**src/rtl/perf_window_ctrl.sv**
```systemverilog
// Purpose : measurement-window controller; counts blocks and cycles in an armed window, freezes results.
// Latency : done rises on the edge after the terminating RUN cycle; all outputs registered.
// Backpres: results held in DONE until result_ack (or abort); start only accepted in IDLE.
//
// Ports:
//   clk_i, rst_n_i            clock, synchronous active-low reset
//   start_i / abort_i         arm a window (IDLE only) / discard window (RUN, DONE)
//   cfg_block_target_i        blocks that end the window, 0 = no block limit
//   cfg_cycle_limit_i         RUN cycles that end the window, 0 = no timeout
//   block_completed_i         one-cycle pulse per block leaving the pipeline
//   busy_o, done_o            in RUN / in DONE (results valid)
//   timed_out_o               window ended by the cycle limit
//   result_blocks_o/_cycles_o frozen window result
//   live_blocks_o/_cycles_o   running in-window counts
//   result_ack_i              consumer has read results
module perf_window_ctrl #(
    parameter int unsigned COUNTER_WIDTH = 32
) (
    input  logic                     clk_i,
    input  logic                     rst_n_i,
    input  logic                     start_i,
    input  logic                     abort_i,
    input  logic [COUNTER_WIDTH-1:0] cfg_block_target_i,
    input  logic [COUNTER_WIDTH-1:0] cfg_cycle_limit_i,
    input  logic                     block_completed_i,
    output logic                     busy_o,
    output logic                     done_o,
    output logic                     timed_out_o,
    output logic [COUNTER_WIDTH-1:0] result_blocks_o,
    output logic [COUNTER_WIDTH-1:0] result_cycles_o,
    output logic [COUNTER_WIDTH-1:0] live_blocks_o,
    output logic [COUNTER_WIDTH-1:0] live_cycles_o,
    input  logic                     result_ack_i
);

    typedef enum logic [1:0] {
        S_IDLE = 2'd0,
        S_RUN  = 2'd1,
        S_DONE = 2'd2
    } state_t;

    localparam logic [COUNTER_WIDTH-1:0] CNT_MAX = '1;
    localparam logic [COUNTER_WIDTH-1:0] CNT_ONE = {{(COUNTER_WIDTH-1){1'b0}}, 1'b1};

    state_t                   state_q, state_d;
    logic [COUNTER_WIDTH-1:0] tgt_q, tgt_d;
    logic [COUNTER_WIDTH-1:0] lim_q, lim_d;
    logic [COUNTER_WIDTH-1:0] live_blk_q, live_blk_d;
    logic [COUNTER_WIDTH-1:0] live_cyc_q, live_cyc_d;
    logic [COUNTER_WIDTH-1:0] res_blk_q, res_blk_d;
    logic [COUNTER_WIDTH-1:0] res_cyc_q, res_cyc_d;
    logic                     timed_out_q, timed_out_d;
    logic                     busy_q, busy_d;
    logic                     done_q, done_d;

    // Saturating next-counts for the current RUN cycle.
    logic [COUNTER_WIDTH-1:0] cyc_n, blk_n;
    logic                     blk_end, tim_end;

    always_comb begin
        cyc_n   = (live_cyc_q == CNT_MAX) ? live_cyc_q : live_cyc_q + CNT_ONE;
        blk_n   = (block_completed_i && (live_blk_q != CNT_MAX)) ? live_blk_q + CNT_ONE : live_blk_q;
        blk_end = (tgt_q != '0) && (blk_n >= tgt_q);
        tim_end = (lim_q != '0) && (cyc_n >= lim_q);
    end

    always_comb begin
        state_d     = state_q;
        tgt_d       = tgt_q;
        lim_d       = lim_q;
        live_blk_d  = live_blk_q;
        live_cyc_d  = live_cyc_q;
        res_blk_d   = res_blk_q;
        res_cyc_d   = res_cyc_q;
        timed_out_d = timed_out_q;

        case (state_q)
            S_IDLE: begin
                // Pulse in the start cycle is deliberately not counted.
                if (start_i) begin
                    state_d     = S_RUN;
                    tgt_d       = cfg_block_target_i;
                    lim_d       = cfg_cycle_limit_i;
                    live_blk_d  = '0;
                    live_cyc_d  = '0;
                    res_blk_d   = '0;
                    res_cyc_d   = '0;
                    timed_out_d = 1'b0;
                end
            end
            S_RUN: begin
                // abort outranks both end conditions; results stay cleared.
                if (abort_i) begin
                    state_d = S_IDLE;
                end else begin
                    live_blk_d = blk_n;
                    live_cyc_d = cyc_n;
                    // Block end is checked first so it wins a same-cycle tie.
                    if (blk_end) begin
                        state_d     = S_DONE;
                        res_blk_d   = blk_n;
                        res_cyc_d   = cyc_n;
                        timed_out_d = 1'b0;
                    end else if (tim_end) begin
                        state_d     = S_DONE;
                        res_blk_d   = blk_n;
                        res_cyc_d   = cyc_n;
                        timed_out_d = 1'b1;
                    end
                end
            end
            S_DONE: begin
                if (result_ack_i || abort_i) begin
                    state_d = S_IDLE;
                end
            end
            default: state_d = S_IDLE;
        endcase

        busy_d = (state_d == S_RUN);
        done_d = (state_d == S_DONE);
    end

    always_ff @(posedge clk_i) begin
        if (!rst_n_i) begin
            state_q     <= S_IDLE;
            tgt_q       <= '0;
            lim_q       <= '0;
            live_blk_q  <= '0;
            live_cyc_q  <= '0;
            res_blk_q   <= '0;
            res_cyc_q   <= '0;
            timed_out_q <= 1'b0;
            busy_q      <= 1'b0;
            done_q      <= 1'b0;
        end else begin
            state_q     <= state_d;
            tgt_q       <= tgt_d;
            lim_q       <= lim_d;
            live_blk_q  <= live_blk_d;
            live_cyc_q  <= live_cyc_d;
            res_blk_q   <= res_blk_d;
            res_cyc_q   <= res_cyc_d;
            timed_out_q <= timed_out_d;
            busy_q      <= busy_d;
            done_q      <= done_d;
        end
    end

    assign busy_o          = busy_q;
    assign done_o          = done_q;
    assign timed_out_o     = timed_out_q;
    assign result_blocks_o = res_blk_q;
    assign result_cycles_o = res_cyc_q;
    assign live_blocks_o   = live_blk_q;
    assign live_cycles_o   = live_cyc_q;

endmodule

```
**config.mk**
```make
export PLATFORM = sky130hd
export DESIGN_NAME = perf_window_ctrl
export DESIGN_NICKNAME = d
export VERILOG_FILES = /design/src/rtl/perf_window_ctrl.sv
export SDC_FILE = /design/constraint.sdc
export NUM_CORES = 1
export LEC_CHECK = 0
export CORE_MARGIN = 3
export CORE_UTILIZATION = 30
export DETAILED_ROUTE_END_ITERATION = 10
export GPL_ROUTABILITY_DRIVEN = 0
export PLACE_DENSITY = 0.49
export SLEW_MARGIN = 30
export SYNTH_ARGS = -nofsm -noshare
export SYNTH_HDL_FRONTEND = slang
export SYNTH_SLANG_ARGS = --single-unit
```
**constraint.sdc**
```tcl
create_clock -name clk_i -period 4.7 [get_ports clk_i]
set_clock_uncertainty 0.1 [all_clocks]
set_input_delay 0.94 -clock clk_i [delete_from_list [all_inputs] [get_ports clk_i]]
set_output_delay 0.94 -clock clk_i [all_outputs]
set_load 0.05 [all_outputs]
```
# --- After elaboration in Yosys (flattened, before gate mapping) ---
# Cells that the tools add are included.
classes:
  n_addsub: 2
  magnitude_cmp: 2
  eq_ne: 9
  n_mux: 26
  reduce_logical: 11
op_table:
  columns: ["op", "count"]
  rows:
  - ["32-bit 2-to-1 mux", 11]
  - ["32-bit one-hot mux with 2 select lines", 4]
  - ["32-bit by 1-bit adder with 32-bit output, second input constant", 2]
  - ["32-bit >= comparator", 2]
  - ["32-bit nonzero test", 2]
  - ["32-bit equality test, second input constant", 1]
  - ["32-bit inequality test, second input constant", 1]
  - ["2-bit 2-to-1 mux", 5]
  - ["2-bit one-hot mux with 3 select lines", 1]
  - ["2-bit by 1-bit equality test with 1-bit output, second input constant", 2]
  - ["2-bit equality test, second input constant", 2]
  - ["1-bit 2-to-1 mux", 4]
  - ["2-bit inequality test, second input constant", 2]
  - ["4-bit AND reduction", 1]
  - ["1-bit logical AND", 3]
  - ["3-bit inequality test, second input constant", 1]
  - ["3-bit AND reduction", 1]
  - ["2-bit logical NOT", 1]
  - ["1-bit one-hot mux with 2 select lines", 1]
  - ["2-bit AND reduction", 1]
  - ["2-bit nonzero test", 1]
  - ["1-bit logical OR", 1]
totals:
  reg_bits: 197
  output_inout_bits: 131
  elab_cells: 60

# --- Longest topological paths before layout ---
# Gate-level depths: netlist (run 1).
depth:
  word_depth: 9
  mapped_depth: 17

# --- Least setup slack after synthesis (run 1) ---
# OpenSTA, ideal clock, no wires.
synth_path:
  path_kind: "reg2reg"
  startpoint: "reg live_cyc_q[12], in the netlist live_cycles_o[12]"
  endpoint: "reg res_blk_q[17], in the netlist result_blocks_o[17]"
  t_arrival_ns: 4.402
  t_required_ns: 4.528
  path_slack_ns: 0.127
  path_stages_with_launch: 16
  n_path_buf: 3
  synth_period_minus_slack_ns: 4.573
  path_cell_list: "dfxtp_1 nand2_1 or4_1 buf_6 or4_4 xnor2_2 ha_1 nand4_1 or4_1 a21oi_1 o31ai_1 o211a_1 a21oi_1 buf_4 buf_6 mux2i_1"
synth_via:
  elab_chain_cells: 6
synth_rtl:
  columns: ["item", "line_no", "source"]
  rows:
  - ["start: declaration", "49", "logic [COUNTER_WIDTH-1:0] live_cyc_q, live_cyc_d;"]
  - ["start signal: assignment", "141", "live_cyc_q <= live_cyc_d;"]
  - ["32-bit by 1-bit adder with 32-bit output or 32-bit equality test (tied branches)", "61", "cyc_n = (live_cyc_q == CNT_MAX) ? live_cyc_q : live_cyc_q + CNT_ONE;"]
  - ["32-bit 2-to-1 mux (*)", "61", null]
  - ["32-bit >= comparator (*)", "64", "tim_end = (lim_q != '0) && (cyc_n >= lim_q);"]
  - ["1-bit logical AND (*)", "64", null]
  - ["3-bit inequality test (no source line) (*)", null, null]
  - ["4-bit AND reduction (no source line) (*)", null, null]
  - ["end signal: assignment", "142", "res_blk_q <= res_blk_d;"]
  - ["end: declaration", "50", "logic [COUNTER_WIDTH-1:0] res_blk_q, res_blk_d;"]
# Every way passes the cells marked *; elsewhere a longest branch is shown, timed or not.
# A chain may end at the register's enable or synchronous reset.

# --- Worst setup path after layout (run 1) ---
layout_path:
  startpoint: "reg live_blk_q[1], in the netlist live_blocks_o[1]"
  endpoint: "reg res_cyc_q[15], in the netlist result_cycles_o[15]"
layout_via:
  elab_chain_cells: 8
layout_rtl:
  columns: ["item", "line_no", "source"]
  rows:
  - ["start: declaration", "48", "logic [COUNTER_WIDTH-1:0] live_blk_q, live_blk_d;"]
  - ["start signal: assignment", "140", "live_blk_q <= live_blk_d;"]
  - ["parallel branches: the longest is 2 deep, another holds 32-bit by 1-bit adder with 32-bit output", null, null]
  - ["32-bit 2-to-1 mux (*)", "62", "blk_n = (block_completed_i && (live_blk_q != CNT_MAX)) ? live_blk_q + CNT_ONE : live_blk_q;"]
  - ["32-bit >= comparator (*)", "63", "blk_end = (tgt_q != '0) && (blk_n >= tgt_q);"]
  - ["1-bit logical AND (*)", "63", null]
  - ["32-bit 2-to-1 mux", "99", "if (blk_end) begin"]
  - ["32-bit 2-to-1 mux", "93", "if (abort_i) begin"]
  - ["32-bit one-hot mux with 2 select lines", "77", "case (state_q)"]
  - ["end signal: assignment", "143", "res_cyc_q <= res_cyc_d;"]
  - ["end: declaration", "51", "logic [COUNTER_WIDTH-1:0] res_cyc_q, res_cyc_d;"]
# Every way passes the cells marked *. The select of a mux whose other input is x is not followed.

==> results, run 1 <==
- The overall fraction of global-route tracks in use is between 10% and 20%.
- Along the worst hold path, the cell count comes to 2.
- For this run, the share of the core covered by cells in the final layout is between 40% and 50%.
- The run finished with clean final reports.
- The post-detailed-placement half-perimeter wirelength is 28.9 mm.
- Sequential elements use about 36% of the synthesized area.
- The initial antenna violation count is 0.
- The DRC violation count after routing is 0.
- The total overflow left after global routing is 0.
- The root buffer cell is clkbuf_16.
- The number of global-route vias before repair is 10500.
- The area growth from synthesis to final layout is 34.8%.
- For the worst-skew pair, the clock arrives at the later sink with an insertion delay of between 0.4 and 0.5 ns.
- The cell at the slowest stage of the critical path is or4_1.
- The most common library cell in the layout ignoring fill and taps is nand2_1.
- The post-detailed-route via-to-cell ratio is 4.95.
- TritonCTS built the clock tree.
- The count of nets left with antenna violations once routing finished came out at 0.
- The total standard cell area after synthesis is 0.0110 mm^2.
- The number of synthesized flops with an enable pin is 0.
- The per-cell routed wire length is 18.1 um.
- The core region area is 0.0359 mm^2.
- For this design the top-level I/O count stands at 201.
- The repair_antennas step left the layout with diodes totalling 0.
- The clock passes through at most 2 buffers.
- After routing, the total negative slack on setup checks comes to 0 ns.
- The hold violation total from the final report is 0.
- Among all flip-flop cells after synthesis, the most frequent one is dfxtp_1.
- The period utilization is about 94%.
- The worst hold path belongs to the class register to register.
- The die covers 0.0391 mm^2.
- The count of pins over their slew limit is 0.
- At the pin with the least slew margin, the transition time is 0.929 ns.
- The total power is 4.10 mW.
- The starting density of the core is 30.7%.
- The overall via count from detail_route is 10400.
- The final routed wirelength across all metal layers is 38.1 mm.
- The tool flagged a number of max-cap violations equal to 0.
- After clock tree synthesis, the clock-pin slew on the worst setup and hold paths is around 0.08 ns.
- The worst setup path is captured at a register.
- The max-slew headroom at the worst pin is roughly 37%.
- In this run, post-CTS hold repair placed 0 buffers.
- The number of placement rows is 69.
- The post-route netlist has 10.8% of its cells at a drive strength greater than 1.
- The wire length of the first global-routing pass is 59.7 mm.
- The total power per unit cell area is 276 mW/mm^2.
- The CTS sink count is about 200.
- In this run the static leakage power is 5.84 nW.
- The worst IR drop on VDD is approximately 0.00027 V.
- The signal on the critical path passes through ha_1, and2_1, nand3_1, nor4_4, buf_4, nor4_1, buf_4, xor2_1, ha_1, and4_1, nand2_1, or4_1, a31oi_2, o22ai_2, a21oi_4, buf_12, mux2i_1.
- The die span in x is 198 um.
- The pin count of the biggest net entering global routing is 89.
- In this run the tool buffered the top-level ports with 200 buffer cells.
- The critical-path maximum fanout is 22.
- The H-tree was split into 4 levels.
- In this design, the stage delay of the slowest critical-path cell is 0.57 ns.
- In the layout the commonest cells are nand2_1, clkdlybuf4s50_1, dfxtp_1.
- The highest clock rate is between 200 and 250 MHz.
- Synthesis inferred between 150 and 200 register bits.
- The number of cells on the worst reg-to-reg path is 17.
- When the netlist entered floorplanning its net count stood at between 1500 and 2000.
- The worst setup path is launched from a register.
- The per-instance average area after synthesis is 8.05 um^2.
- The count of TritonRoute iterations in the first routing pass is 5.
- The setup path with the least slack is of type register to register.
- The synthesized netlist contains 61 unique library cells.
- The worst path in the final design needs a cycle of 4.42 ns, including I/O delays and setup.
- After synthesis, the share of flip-flops with an asynchronous set or reset is 0%.
- The die is 198 um tall.
- In the synthesized netlist, the number of instances is approximately 1400.
- Setup violations remaining at the end of the flow were counted as 0.
- At the worst endpoint, the arrival time is 4.70 ns.
- The TritonCTS buffer count is 17.
- The final net count is 1763.
- The critical path data required time is 4.98 ns.
- Yosys printed 0 warnings.
- The number of design-rule violations left by the first detailed-router iteration is 640.
-- state kept, by name, indices dropped and copies added, names as in the netlist --
name	cells
busy_o	1
live_cycles_o	32
lim_q	32
timed_out_o	1
live_blocks_o	32
state_q	2
result_blocks_o	32
tgt_q	32
result_cycles_o	32
done_o	1
-- final timing paths --
path                           start                  end  slack (ns)
setup / recovery    live_blocks_o[1]  result_cycles_o[15]        0.28
hold / removal    result_blocks_o[5]   result_blocks_o[5]        0.36
setup reg to reg    live_blocks_o[1]  result_cycles_o[15]        0.28
hold reg to reg   result_blocks_o[5]   result_blocks_o[5]        0.36
-- worst max-delay path, delay by kind of cell, from the launching register on --
| kind | cells | cell delay (ns) |
|---|---|---|
| DFF | 1 | 0.34 |
| buffers and inverters | 3 | 0.58 |
| AOI/OAI and AO/OA | 3 | 0.68 |
| xor gates and xnor gates | 1 | 0.16 |
| and+or+nand+nor | 7 | 1.78 |
| muxes | 1 | 0.21 |
| adders and majority gates | 2 | 0.49 |
-- metal layers --
metal	vias up	wire length, um	GRT usage (%)
met5	-	0	0
met4	0	651	5.50
met3	36	1740	4.05
met2	196	16600	29.9
met1	4927	19200	27.9
li1	5234	-	-
-- area by class of cell --
cell class,instances,area [um^2]
fillers,3674,21000
well taps,461,577
clock inverters,11,149
multi-input cells,1022,6530
clock buffers,21,470
inverters,72,270
flip-flops and latches,197,3950
repair buffers,317,2930
-- per-stage QoR --
| step | std cells | setup slack, ns | cell area (um^2) | hold slack [ns] |
|---|---|---|---|---|
| after global routing | 2101 | -0.000899 | 14900 | 0.377 |
| after global placement | 2069 | 0.0318 | 14200 | 0.343 |
| after detailed placement | 2069 | -0.0427 | 14200 | 0.353 |
| final | 2101 | 0.280 | 14900 | 0.359 |
| after CTS | 2101 | 0.0873 | 14800 | 0.364 |
| after floorplan | 1371 | 0.127 | 11000 | 0.356 |
-- repair_timing --
action / CTS / global route
gates resized for setup: 0 / 8
setup endpoints to repair: 0 / 65
setup buffers: 0 / 0
-- synthesized netlist by cell type, types with 4 or more instances --
| cell | number | area share (%) |
|---|---|---|
| nand2_1 | 314 | 11 |
| dfxtp_1 | 197 | 36 |
| a21boi_0 | 80 | 5.4 |
| inv_1 | 72 | 2.4 |
| ha_1 | 66 | 7.5 |
| clkbuf_1 | 61 | 2.1 |
| mux2i_1 | 60 | 5.4 |
| a21oi_1 | 55 | 2.5 |
| nand3_1 | 49 | 2.2 |
| nor2_1 | 45 | 1.5 |
| xor2_1 | 31 | 2.5 |
| o21ai_0 | 28 | 1.3 |
| nor4_1 | 27 | 1.5 |
| xnor2_1 | 27 | 2.1 |
| nand4_1 | 25 | 1.4 |
| nor3_1 | 25 | 1.1 |
| nor2b_1 | 24 | 1.4 |
| and4_1 | 19 | 1.5 |
| nand2b_1 | 15 | 0.85 |
| a21boi_1 | 14 | 0.95 |
| a21o_1 | 14 | 0.95 |
| and3_1 | 12 | 0.68 |
| and2_1 | 11 | 0.62 |
| a22oi_1 | 10 | 0.68 |
| a2bb2oi_1 | 9 | 0.71 |
| or3_1 | 9 | 0.51 |
| buf_6 | 6 | 0.61 |
| buf_1 | 5 | 0.17 |
| a31oi_1 | 4 | 0.23 |
| buf_2 | 4 | 0.18 |
-- kinds of logic (layout without fill, tap and decap cells) --
logic type	count (synthesis)	count (layout)	share of synthesized area, %
and+or+nand+nor	591	591	25.4
AOI/OAI and AO/OA	244	244	15.3
DFF	197	197	35.7
buffers and inverters	152	421	5.72
adders and majority gates	66	66	7.48
muxes	62	62	5.65
xor gates and xnor gates	59	59	4.75
-- where the power goes --
group,total (mW),internal [mW],switching (mW)
logic,0.731,0.296,0.435
clock network,1.58,0.883,0.700
registers,1.78,1.73,0.0530
total,4.10,2.91,1.19
No activity file was read; power rests on OpenSTA's default activity.
==> run 2: changes to the inputs <==
Settings changed: CTS_CLUSTER_SIZE set to 12.
==> results of run 2 <==
No change in the layout: final DEF, timing and power equal those of run 1.
==> run 3: changes to the inputs <==
Settings changed: TNS_END_PERCENT set to 1.
==> results of run 3 <==
No change in the layout: final DEF, timing and power equal those of run 1.
